===== src/rtl/wb_writer.sv =====
// rtl/wb_writer.sv - register-file write-back sequencer
// Queues ALU and load results in an in-order FIFO and drains one per cycle into the write port.
module wb_writer #(
  parameter int DATA_W = 16,
  parameter int ADDR_W = 4,
  parameter int DEPTH  = 4
) (
  input  logic                    clk,
  input  logic                    rst,
  input  logic                    alu_valid,
  input  logic [ADDR_W-1:0]       alu_dest,
  input  logic [DATA_W-1:0]       alu_data,
  output logic                    alu_ready,
  input  logic                    mem_valid,
  input  logic [ADDR_W-1:0]       mem_dest,
  input  logic [DATA_W-1:0]       mem_data,
  output logic                    mem_ready,
  input  logic                    hold,
  output logic                    write_en,
  output logic [ADDR_W-1:0]       write_dest,
  output logic [DATA_W-1:0]       write_val,
  input  logic [ADDR_W-1:0]       chk_a_addr,
  input  logic [ADDR_W-1:0]       chk_b_addr,
  output logic                    chk_a_pend,
  output logic                    chk_b_pend,
  output logic [$clog2(DEPTH):0]  count
);
  localparam int PTR_W = $clog2(DEPTH);
  localparam int CNT_W = PTR_W + 1;

  logic [ADDR_W-1:0] destMem [DEPTH];
  logic [DATA_W-1:0] dataMem [DEPTH];
  logic [PTR_W-1:0]  rdPtr;
  logic [PTR_W-1:0]  wrPtr;
  logic              space;
  logic              push;
  logic              pop;
  logic [ADDR_W-1:0] pushDest;
  logic [DATA_W-1:0] pushData;

  assign pop        = (count != '0) && !hold;
  assign write_en   = pop;
  assign write_dest = pop ? destMem[rdPtr] : '0;
  assign write_val  = pop ? dataMem[rdPtr] : '0;

  // A full FIFO still has room when its head leaves this cycle.
  assign space     = (count < CNT_W'(DEPTH)) || pop;
  assign mem_ready = space;
  assign alu_ready = space && !mem_valid;
  assign push      = (mem_valid && mem_ready) || (alu_valid && alu_ready);
  assign pushDest  = mem_valid ? mem_dest : alu_dest;
  assign pushData  = mem_valid ? mem_data : alu_data;

  always_ff @(posedge clk) begin
    if (rst) begin
      rdPtr <= '0;
      wrPtr <= '0;
      count <= '0;
    end else begin
      if (pop)
        rdPtr <= rdPtr + 1'b1;
      if (push)
        wrPtr <= wrPtr + 1'b1;
      count <= count + CNT_W'(push) - CNT_W'(pop);
    end
  end

  // Entry storage is intentionally left out of reset; occupancy alone defines validity.
  always_ff @(posedge clk) begin
    if (push) begin
      destMem[wrPtr] <= pushDest;
      dataMem[wrPtr] <= pushData;
    end
  end

  always_comb begin
    chk_a_pend = 1'b0;
    chk_b_pend = 1'b0;
    for (int i = 0; i < DEPTH; i++) begin
      if (CNT_W'(i) < count) begin
        if (destMem[rdPtr + PTR_W'(i)] == chk_a_addr)
          chk_a_pend = 1'b1;
        if (destMem[rdPtr + PTR_W'(i)] == chk_b_addr)
          chk_b_pend = 1'b1;
      end
    end
  end
endmodule


===== config.mk =====
export PLATFORM = sky130hd
export DESIGN_NAME = wb_writer
export DESIGN_NICKNAME = d
export VERILOG_FILES = /design/src/rtl/wb_writer.sv
export SDC_FILE = /design/constraint.sdc
export NUM_CORES = 1
export LEC_CHECK = 0
export ABC_AREA = 1
export BUFFER_PORTS_ARGS = -buffer_cell sky130_fd_sc_hd__buf_2
export CAP_MARGIN = 20
export CORE_MARGIN = 1.5
export CORE_UTILIZATION = 57
export DETAILED_ROUTE_END_ITERATION = 12
export PLACE_DENSITY = 0.81
export SKIP_CTS_REPAIR_TIMING = 1
export SYNTH_ARGS = -nofsm -noshare
export SYNTH_HDL_FRONTEND = slang
export SYNTH_SLANG_ARGS = --single-unit

===== constraint.sdc =====
create_clock -name clk -period 2.75 [get_ports clk]
set_clock_uncertainty 0.1 [all_clocks]
set_input_delay 0.1375 -clock clk [delete_from_list [all_inputs] [get_ports clk]]
set_output_delay 0.1375 -clock clk [all_outputs]
set_load 0.01 [all_outputs]

## After elaboration in Yosys (flattened, before gate mapping)

Memories as Yosys holds them, arrays and structs flattened. A register that Yosys moved wholly into a read port is not among the register bits.
Index checks and enable logic that the tools add are counted.

| operators by class | value |
|---|---|
| reductions and logical operators | 9 |
| mux-type cells | 26 |
| add/sub/neg operators | 6 |
| equal/unequal tests | 8 |
| $lt $le $gt $ge | 5 |

Operator list:

| cell | number |
|---|---|
| $eq A4 B4 Y1 | 8 |
| $mux W16 | 2 |
| $mux W1 | 18 |
| $mux W2 | 4 |
| $mux W4 | 2 |
| $lt A1 B3 Y1 const A | 2 |
| $lt A2 B3 Y1 const A | 2 |
| $add A2 B1 Y2 const B | 2 |
| $add A2 B2 Y2 const B | 2 |
| $logic_and A1 B1 Y1 | 4 |
| $add A3 B1 Y3 | 1 |
| $lt A3 B3 Y1 const B | 1 |
| $reduce_bool A3 Y1 | 1 |
| $sub A3 B1 Y3 | 1 |
| $logic_not A1 Y1 | 2 |
| $logic_or A1 B1 Y1 | 2 |

| storage, ports and cells | value |
|---|---|
| memory bits (writable) | 80 |
| output and inout port bits | 28 |
| bits of input ports | 53 |
| register bits after elaboration | 7 |
| memories | 2 |
| logic and storage cells | 59 |

Memories:

| name | depth | bits a word | rd ports | clocked after memory_dff | wr ports | line | text |
|---|---|---|---|---|---|---|---|
| dataMem | 4 | 16 | 1 | 1 | 1 | 32 | `logic [DATA_W-1:0] dataMem [DEPTH];` |
| destMem | 4 | 4 | 4 | 1 | 1 | 31 | `logic [ADDR_W-1:0] destMem [DEPTH];` |

## Logic depth before layout (Yosys ltp)

Gate-level depths: netlist of run 1.

| depth | value |
|---|---|
| depth after elaboration | 9 |
| mapped depth | 14 |
| depth with buffers taken out | 11 |

## Least setup slack after synthesis of run 1

OpenSTA, ideal clock, no wires.

| timing | value |
|---|---|
| path kind | flip-flop to flip-flop |
| start | register count[2] |
| end | memory dataMem[0][0] (enable) |
| path slack | 0.683 ns |
| arrival time | 1.570 ns |
| cell stages (with the launch flop) | 4 |
| required time | 2.253 ns |
| path through | dfxtp_1 -> nand2_1 -> o21ai_1 -> nor2_1 |

| on the way | value |
|---|---|
| longest elaborated chain between the ends | 8 |
| elaborated cells between the ends (all ways) | 10 |
| those cells by class | order compare (1); mux (2); reduce/logical (7) |

RTL lines:

| element | line | text |
|---|---|---|
| from (decl) | 26 | `output logic [$clog2(DEPTH):0] count` |
| from (signal assigned) | 64 | `count <= count + CNT_W'(push) - CNT_W'(pop);` |
| branches (longest 2 deep; another with $lt A3 B3 Y1) | n/a |  |
| $logic_or A1 B1 Y1 * | 47 | `assign space = (count < CNT_W'(DEPTH)) \|\| pop;` |
| named net mem_ready | 17 | `output logic mem_ready,` |
| $logic_and A1 B1 Y1 | 49 | `assign alu_ready = space && !mem_valid;` |
| $logic_and A1 B1 Y1 | 50 | `assign push = (mem_valid && mem_ready) \|\| (alu_valid && alu_ready);` |
| $logic_or A1 B1 Y1 * | 50 |  |
| $mux W1 * | 70 | `if (push) begin` |
| $mux W1 (not written as such) * | 72 | `dataMem[wrPtr] <= pushData;` |
| to (decl) | 32 |  |

Mark *: on every way through the listed nets, which the timed path passes.

## Final worst setup path of run 1

| timing | value |
|---|---|
| start | register count[0] |
| end | output write_val[14] |

| on the way | value |
|---|---|
| longest elaborated chain between the ends | 3 |

RTL lines:

| element | line | text |
|---|---|---|
| $reduce_bool A3 Y1 | 41 | `assign pop = (count != '0) && !hold;` |
| $logic_and A1 B1 Y1 | 41 |  |
| $mux W16 | 44 | `assign write_val = pop ? dataMem[rdPtr] : '0;` |
| to (decl) | 21 | `output logic [DATA_W-1:0] write_val,` |

No other way between the ends.

==> flow_summary.ini, run 1 <==
[clocking]
root_buffer = sky130_fd_sc_hd__clkbuf_8
insertion_delay_ps = 350
tritoncts = yes
clock-sinks = 89
tritoncts_buffers = 9
clock_pin_slew_worst_setup_and_hold_paths_ps = 90
buffers_from_clock_root_to_sink_at_most = 2
h_tree_levels = 3

[worst_hold_path]
hold_class = input port to flop
min_from = alu_data[6]

[timing]
final.period_utilization = 0.9156
setup-tns-final_ps = 0
slew-limit-headroom = 0.4495
rsz0062_at_grt = no
final.min_clock_period_ps = 2518
timing.fmax_mhz = 397.2
setup_violations = 0
pin_slew_with_the_least_headroom_to_its_limit_ps = 824.9
final_slew_violations = 0
finalHoldViolations = 0

[synthesis]
synth-simple-area-share = 0.2999
dominant_combinational_cell_family_by_area_after_synthesis = simple AND/OR/NAND/NOR gates
sequential_cell_area_fraction_in_the_yosys_report = 0.5355
post_synth_fa_ha_maj_area_fraction = 0.02491
postSynthNetCount = 659
postSynthAreaPerCell_um2 = 8.077
syn_inst = 597
synth.lib_cells_used.distinct = 21
synth.cell_area_um2 = 4822
fraction_of_synthesized_area_in_multiplexers = 0
synthesis.yosys.warnings = 0
synth_xor_xnor_area_share = 0.001816
synth.ff_latch_count = 89
synth_area_in_compound_gates = 0.07940

[layout]
most_frequent_standard_cell_in_the_layout_excluding_fill_and_tap_cells = sky130_fd_sc_hd__nand2_1
insertedDiodeCount = 0
highest_count_cells_in_the_layout_ignoring_fill_and_taps = sky130_fd_sc_hd__nand2_1, sky130_fd_sc_hd__nor2_1, sky130_fd_sc_hd__edfxtp_1, sky130_fd_sc_hd__buf_2, sky130_fd_sc_hd__nand3_1
utilization = 0.6717
layout_overhead_on_the_synthesized_area_pct = 14.45
design.final.nets = 737
final_layout_size_suffix_gt1_frac = 0.1824
final_design_area_no_fill_um2 = 5519
fill_cell_total_of_the_finished_layout = 656
final_cells = 785

[routing]
ant_nets = 0
route.met2.wl_um = 5909
top_layer = met4
vias = 4207
drc = 0
sum_of_routed_wire_length_over_all_layers_um = 11340
routed_via_density = 5.359
routed_length_on_met1_um = 4518
drt_first_pass_iters = 5
route.detailed.wl_per_inst_um = 14.45
detailedRoute.firstIterationViolations = 185
met3WireLength_um = 724

[place]
buffer_ports.inserted = 80
detailed_place_hpwl_um = 7804
gp_congestion = 0.9717
numPlacedInstances = 768
placement.cell_area_um2 = 5306

[setup_path]
cp-startpoint = count[0]$_SDFF_PP0_
critical_path_peak_fanout = 20
source_of_the_worst_register_to_register_timing_path = count[2]$_SDFF_PP0_
critical_path_required_ps = 2510
cp_slowest_cell = sky130_fd_sc_hd__inv_1
cpPeakStageDelay_ps = 510
crit_arrival_ps = 2280
worst-setup-path-type = flop to output pin
timing.critical_path.cells = nor3_1 > nor2_1 > inv_1 > a21oi_1 > buf_2
start_kind = flop
end_kind = output pin

[job]
number_of_maximum_capacitance_violations = 0

[power]
cellPowerDensity_nw_per_um2 = 883.4
ir_worst_vdd_v = 0.0004361
p_sw_mw = 2.034
power.combinational.fraction = 0.441
clock_power_share = 0.184
internal_power_mw = 2.842
report.power.total_mw = 4.876
p_seq_frac = 0.375
leakage_power_nw = 2.545
power.share.switching = 0.4171

[global_routing]
antenna_found_initial = 0
grt_overflow = 0
grt_max_degree = 33
grt_pass1_wl_um = 17710
vias_in_the_first_global_route = 3907
grt_usage = 0.2606

[floorplanning]
chipHeight_um = 94.98
initial_utilization = 0.5869
core_area_um2 = 8217
num_io_pins = 81
die_width_um = 94.98
rows = 33
die_area_um2 = 9020

[status]
run_status = finished, final reports clean
-- cell type report --
class / count / area (um^2) / share of cell area
timing repair buffer: 93 / 500.5 / 0.09068
tap: 105 / 131.4 / 0.02380
clock inverter: 6 / 75.07 / 0.01360
inverter: 35 / 133.9 / 0.02426
multi-input combinational: 447 / 1968 / 0.3566
clock buffer: 10 / 127.6 / 0.02312
sequential: 89 / 2582 / 0.4679
-- flip-flops by register name (all words and copies together), names as in the netlist, named ones only --
| name | count |
|---|---|
| count | 3 |
| destMem | 16 |
| rdPtr | 2 |
| dataMem | 64 |
| wrPtr | 2 |
-- layer usage --
metal,track usage,up-vias
met5,0,-
met1,0.3120,1916
met2,0.4613,168
met3,0.03704,18
li1,-,2105
met4,0.1206,0
-- path summary, 6_finish.rpt --
check	to	slack, ps	cells after the start
setup / recovery	write_val[14]	230	5
hold / removal	dataMem[0][6]$_DFFE_PP_	10	3
setup reg to reg	count[1]$_SDFF_PP0_	580	8
hold reg to reg	wrPtr[1]$_SDFFE_PP0P_	480	2
-- synth_stat cells (all sizes together) --
| library cell | count | area share |
|---|---|---|
| fa | 1 | 0.0042 |
| a21oi | 30 | 0.031 |
| edfxtp | 80 | 0.50 |
| inv | 35 | 0.028 |
| o21ai | 42 | 0.044 |
| nor2 | 91 | 0.071 |
| ha | 8 | 0.021 |
| o211ai | 3 | 0.0047 |
| clkbuf | 13 | 0.010 |
| buf | 13 | 0.020 |
| nand3 | 47 | 0.049 |
| nand2 | 223 | 0.18 |
| nor3 | 1 | 0.0010 |
| xor2 | 1 | 0.0018 |
| dfxtp | 9 | 0.037 |
-- power by group through the flow --
stage	clock (mW)	combinational, mW	sequential, mW
after global routing	0.954	2.42	1.85
after global placement	0	2.05	1.84
final	0.896	2.15	1.83
after floorplan	0	1.56	1.83
after detailed placement	0	2.13	1.86
after CTS	0.897	2.14	1.83
-- worst max-delay path: cells and delay by family, from the launching register on --
family / cells / cell delay [ps]
AOI/OAI and AO/OA: 1 / 350
and+or+nand+nor: 2 / 460
DFF: 1 / 420
buffers and inverters: 2 / 700
-- cells by family (layout without fill, tap and decap cells) --
group,Yosys count,count (layout)
AND/OR/NAND/NOR,362,362
AO/OA/AOI/OAI,75,75
buffers and inverters,61,144
flip-flops,89,89
adder cells (fa/ha/maj),9,9
XOR/XNOR,1,1
-- per-stage QoR --
| step | setup WS, ps | hold WS (ps) |
|---|---|---|
| 5_1_grt | 102.8 | 29.30 |
| 3_5_place_dp | 607.8 | 247.1 |
| 3_3_place_gp | 675.9 | 244.1 |
| 6_report | 232.2 | 10.75 |
| 4_1_cts | 280.7 | -125.3 |
| 2_1_floorplan | 683.4 | 108.7 |
No activity file was read; power rests on OpenSTA's default activity.
==> inputs of run 2 (changes only) <==
==> constraint.sdc (replaced) <==
create_clock -name clk -period 2.87 [get_ports clk]
set_clock_uncertainty 0.1 [all_clocks]
set_input_delay 0.1435 -clock clk [delete_from_list [all_inputs] [get_ports clk]]
set_output_delay 0.1435 -clock clk [all_outputs]
set_load 0.01 [all_outputs]
==> run 2 against run 1 <==
Compared with the run above: combinational power shrank 5%; sequential power shrank 3%; first-iteration DRC count grew 73%; cell count shrank 0.25%; die area is the same; non-clock buffer count shrank 1; clock power shrank 5.1%; critical path depth is the same; largest cell class unchanged; via count grew 2.4%.
==> flow_summary.ini, run 2 (synthesized netlist as in run 1, its figures left out) <==
[routing]
route.detailed.wl_per_inst_um = 14.64
drt_first_pass_iters = 5
vias = 4307
ant_nets = 0
sum_of_routed_wire_length_over_all_layers_um = 11460
drc = 0
detailedRoute.firstIterationViolations = 320
routed_via_density = 5.501

[layout]
insertedDiodeCount = 0
layout_overhead_on_the_synthesized_area_pct = 14.19
design.final.nets = 736
final_layout_size_suffix_gt1_frac = 0.1814
final_design_area_no_fill_um2 = 5507
most_frequent_standard_cell_in_the_layout_excluding_fill_and_tap_cells = sky130_fd_sc_hd__nand2_1
regMostFlops = dataMem
max_ffs_per_register = 64
highest_count_cells_in_the_layout_ignoring_fill_and_taps = sky130_fd_sc_hd__nand2_1, sky130_fd_sc_hd__nor2_1, sky130_fd_sc_hd__edfxtp_1, sky130_fd_sc_hd__buf_2, sky130_fd_sc_hd__nand3_1
layout_top_registers = dataMem: 64 flops, destMem: 16 flops, count: 3 flops
fill_cell_total_of_the_finished_layout = 643

[floorplanning]
core_area_um2 = 8217
initial_utilization = 0.5869
die_area_um2 = 9020
die_width_um = 94.98
rows = 33
chipHeight_um = 94.98
num_io_pins = 81

[place]
setup_slack_after_placement_ps = 725.8
buffer_ports.inserted = 80
gp_congestion = 0.9618
placement.cell_area_um2 = 5299
detailed_place_hpwl_um = 7838

[setup_path]
critical_path_peak_fanout = 20
crit_arrival_ps = 2280
end_kind = output pin
worst-setup-path-type = flop to output pin
cpPeakStageDelay_ps = 530
cp_slowest_cell = sky130_fd_sc_hd__inv_1
start_kind = flop
timing.critical_path.cells = nor3_1 > nor2_1 > inv_1 > a21oi_1 > buf_2
critical_path_required_ps = 2630
critical_path.n_buffers_inverters = 2
crit_family = buffers and inverters

[power]
p_seq_frac = 0.380
ir_worst_vdd_v = 0.0003794
internal_power_mw = 2.711
clock_power_share = 0.182
leakage_power_nw = 2.535
power.share.switching = 0.4180
power.combinational.fraction = 0.438
p_sw_mw = 1.947
cellPowerDensity_nw_per_um2 = 845.8

[global_routing]
antenna_found_initial = 0
grt_max_degree = 33
grt_usage = 0.2638
grt_overflow = 0
vias_in_the_first_global_route = 3920
grt_pass1_wl_um = 17960

[clocking]
root_buffer = sky130_fd_sc_hd__clkbuf_8
clock-sinks = 89
h_tree_levels = 3
clock_pin_slew_worst_setup_and_hold_paths_ps = 90
tritoncts_buffers = 9
buffers_from_clock_root_to_sink_at_most = 2
insertion_delay_ps = 350
tritoncts = yes

[timing]
final.period_utilization = 0.8794
setup_violations = 0
finalHoldViolations = 0
hold_ws_ps = 19.78
rsz0062_at_grt = no
final_slew_violations = 0
final.min_clock_period_ps = 2524
pin_slew_with_the_least_headroom_to_its_limit_ps = 825.4
setup_ws_ps = 346.0
setup-tns-final_ps = 0
timing.fmax_mhz = 396.2
slew-limit-headroom = 0.4491

[worst_hold_path]
hold_class = input port to flop

[job]
number_of_maximum_capacitance_violations = 0

[status]
run_status = finished, final reports clean
run 2: path summary, 6_finish.rpt:
path / start / cells after the start / to / slack, ps
hold / removal: alu_data[1] / 3 / dataMem[2][1]$_DFFE_PP_ / 20
setup / recovery: count[0]$_SDFF_PP0_ / 5 / write_val[14] / 350
hold reg to reg: wrPtr[1]$_SDFFE_PP0P_ / 2 / wrPtr[1]$_SDFFE_PP0P_ / 450
setup reg to reg: count[2]$_SDFF_PP0_ / 8 / count[1]$_SDFF_PP0_ / 720
run 2: layout make-up:
| cell class | count | area, um^2 | share of cell area |
|---|---|---|---|
| Sequential cell | 89 | 2582 | 0.4690 |
| Multi-Input combinational cell | 447 | 1968 | 0.3574 |
| Timing Repair Buffer | 92 | 493.0 | 0.08953 |
| Inverter | 35 | 133.9 | 0.02431 |
| Tap cell | 105 | 131.4 | 0.02386 |
| Clock buffer | 9 | 123.9 | 0.02249 |
| Clock inverter | 6 | 73.82 | 0.01341 |
run 2: per-stage QoR:
| stage | util | cells | power, mW |
|---|---|---|---|
| 2_1_floorplan | - | 597 | 3.256 |
| 3_3_place_gp | 0.6449 | 767 | 3.731 |
| 3_5_place_dp | 0.6449 | 767 | 3.809 |
| 4_1_cts | 0.6690 | 782 | 4.651 |
| 5_1_grt | 0.6702 | 783 | 4.991 |
| 6_report | 0.6702 | 783 | 4.658 |
run 2: power groups by stage:
stage / Combinational, mW / Sequential, mW / Clock [mW]
after global placement: 1.95 / 1.78 / 0
after floorplan: 1.50 / 1.76 / 0
after detailed placement: 2.01 / 1.80 / 0
after global routing: 2.29 / 1.79 / 0.913
final: 2.04 / 1.77 / 0.850
after CTS: 2.02 / 1.77 / 0.859
run 2: per-layer routing:
metal	part of all wire	GRT usage
met2	0.51	0.4613
met3	0.068	0.03543
met5	0	0
met1	0.40	0.3241
met4	0.021	0.1182
run 2: tightest hold or removal path: cells and delay by family:
kind | cells | cell delay [ps]
buffers and inverters | 1 | 70
AND/OR/NAND/NOR | 2 | 130
==> inputs of run 3 (changes only) <==
--- a/config.mk
+++ b/config.mk
@@ -11,7 +11,9 @@
 export CORE_MARGIN = 1.5
 export CORE_UTILIZATION = 57
 export DETAILED_ROUTE_END_ITERATION = 12
+export GPL_ROUTABILITY_DRIVEN = 0
 export PLACE_DENSITY = 0.81
+export RECOVER_POWER = 25
 export SKIP_CTS_REPAIR_TIMING = 1
 export SYNTH_ARGS = -nofsm -noshare
 export SYNTH_HDL_FRONTEND = slang
==> run 3 against run 2 <==
Compared with the run above: count of clock-buffer cells in the layout increased by 1; design area decreased by 0.55%; die area unchanged; worst setup slack improved by 44 ps; register-to-register slack about the same.
==> flow_summary.ini, run 3 (synthesized netlist as in run 1, its figures left out) <==
[setup_path]
start_kind = flop
worst-setup-path-type = flop to output pin
critical_path_required_ps = 2630
crit_arrival_ps = 2240
critical_path_peak_fanout = 20
end_kind = output pin

[layout]
fill_cell_total_of_the_finished_layout = 677
design.final.nets = 736
layout_top_registers = dataMem: 64 flops, destMem: 16 flops, count: 3 flops
max_ffs_per_register = 64
utilization = 0.6665
regMostFlops = dataMem
most_frequent_standard_cell_in_the_layout_excluding_fill_and_tap_cells = sky130_fd_sc_hd__nand2_1
highest_count_cells_in_the_layout_ignoring_fill_and_taps = sky130_fd_sc_hd__nand2_1, sky130_fd_sc_hd__nor2_1, sky130_fd_sc_hd__edfxtp_1
layout_overhead_on_the_synthesized_area_pct = 13.57
insertedDiodeCount = 0
final_design_area_no_fill_um2 = 5477
final_layout_size_suffix_gt1_frac = 0.1723
final_cells = 784

[routing]
sum_of_routed_wire_length_over_all_layers_um = 11260
route.detailed.wl_per_inst_um = 14.37
detailedRoute.firstIterationViolations = 326
drt_first_pass_iters = 5
drc = 0
ant_nets = 0
routed_via_density = 5.444
vias = 4268

[timing]
finalHoldViolations = 0
timing.fmax_mhz = 403.2
final_slew_violations = 0
setup_ws_ps = 389.9
slew-limit-headroom = 0.2461
rsz0062_at_grt = no
final.min_clock_period_ps = 2480
pin_slew_with_the_least_headroom_to_its_limit_ps = 1131
setup_violations = 0
setup-tns-final_ps = 0
final.period_utilization = 0.8642

[place]
buffer_ports.inserted = 80
detailed_place_hpwl_um = 7766
numPlacedInstances = 767
placement.cell_area_um2 = 5299
setup_slack_after_placement_ps = 741.9

[status]
run_status = finished, final reports clean

[clocking]
clock_pin_slew_worst_setup_and_hold_paths_ps = 90
tritoncts = yes
root_buffer = sky130_fd_sc_hd__clkbuf_8
tritoncts_buffers = 9
insertion_delay_ps = 350
h_tree_levels = 3
clock-sinks = 89
buffers_from_clock_root_to_sink_at_most = 2

[global_routing]
vias_in_the_first_global_route = 4110
grt_overflow = 0
grt_max_degree = 33
grt_usage = 0.2650
antenna_found_initial = 0
grt_pass1_wl_um = 18380

[floorplanning]
chipHeight_um = 94.98
die_area_um2 = 9020
initial_utilization = 0.5869
rows = 33
core_area_um2 = 8217
die_width_um = 94.98
num_io_pins = 81

[job]
number_of_maximum_capacitance_violations = 0

[power]
cellPowerDensity_nw_per_um2 = 834.4
leakage_power_nw = 2.505
ir_worst_vdd_v = 0.0004881

[worst_hold_path]
hold_class = input port to flop
## run 3: changes by cell type in the layout (fill, tap and decap cells not counted)
cell,before,now
sky130_fd_sc_hd__inv_8,1,0
sky130_fd_sc_hd__buf_2,80,75
sky130_fd_sc_hd__clkinv_4,0,2
sky130_fd_sc_hd__clkbuf_1,0,7
sky130_fd_sc_hd__buf_4,11,10
sky130_fd_sc_hd__bufinv_16,1,0
## run 3: worst paths after layout
| kind | start | to | slack, ps | cells after the start |
|---|---|---|---|---|
| setup reg to reg | count[2]$_SDFF_PP0_ | count[1]$_SDFF_PP0_ | 730 | 8 |
| hold reg to reg | wrPtr[1]$_SDFFE_PP0P_ | wrPtr[1]$_SDFFE_PP0P_ | 460 | 2 |
| hold / removal | alu_data[1] | dataMem[2][1]$_DFFE_PP_ | 20 | 3 |
| setup / recovery | count[0]$_SDFF_PP0_ | write_val[14] | 390 | 5 |
## run 3: critical path, cell delays in order (launching register included)
cell and delay, ps:
sky130_fd_sc_hd__dfxtp_1 430, sky130_fd_sc_hd__nor3_1 80, sky130_fd_sc_hd__nor2_1 380, sky130_fd_sc_hd__inv_1 490
sky130_fd_sc_hd__a21oi_1 330, sky130_fd_sc_hd__buf_2 180
## run 3: metrics by stage
step / hold slack (ps) / total power [mW]
floorplan: 114.7 / 3.256
global placement: 251.0 / 3.700
detailed placement: 260.6 / 3.811
CTS: -113.2 / 4.562
global route: 39.21 / 4.921
finish: 21.23 / 4.569
## run 3: layer usage
metal	track usage	wire length, um	vias up
met2	0.4655	5662	183
met5	0	0	-
met1	0.3218	4553	1948
li1	-	-	2105
met3	0.03784	726	32
met4	0.1194	322	0
## run 3: layout make-up
cell class,instances,area [um^2],area share
Timing Repair Buffer,92,483.0,0.08819
Multi-Input combinational cell,447,1968,0.3594
Clock buffer,10,127.6,0.02330
Sequential cell,89,2582,0.4716
Tap cell,105,131.4,0.02399
Clock inverter,6,50.05,0.009139
Inverter,35,133.9,0.02445
## run 3: power by group
part	internal [mW]	leakage [nW]	total (mW)	switching [mW]
Clock	0.324	0.0835	0.768	0.444
Combinational	0.644	1.60	2.04	1.40
Sequential	1.65	0.820	1.76	0.107
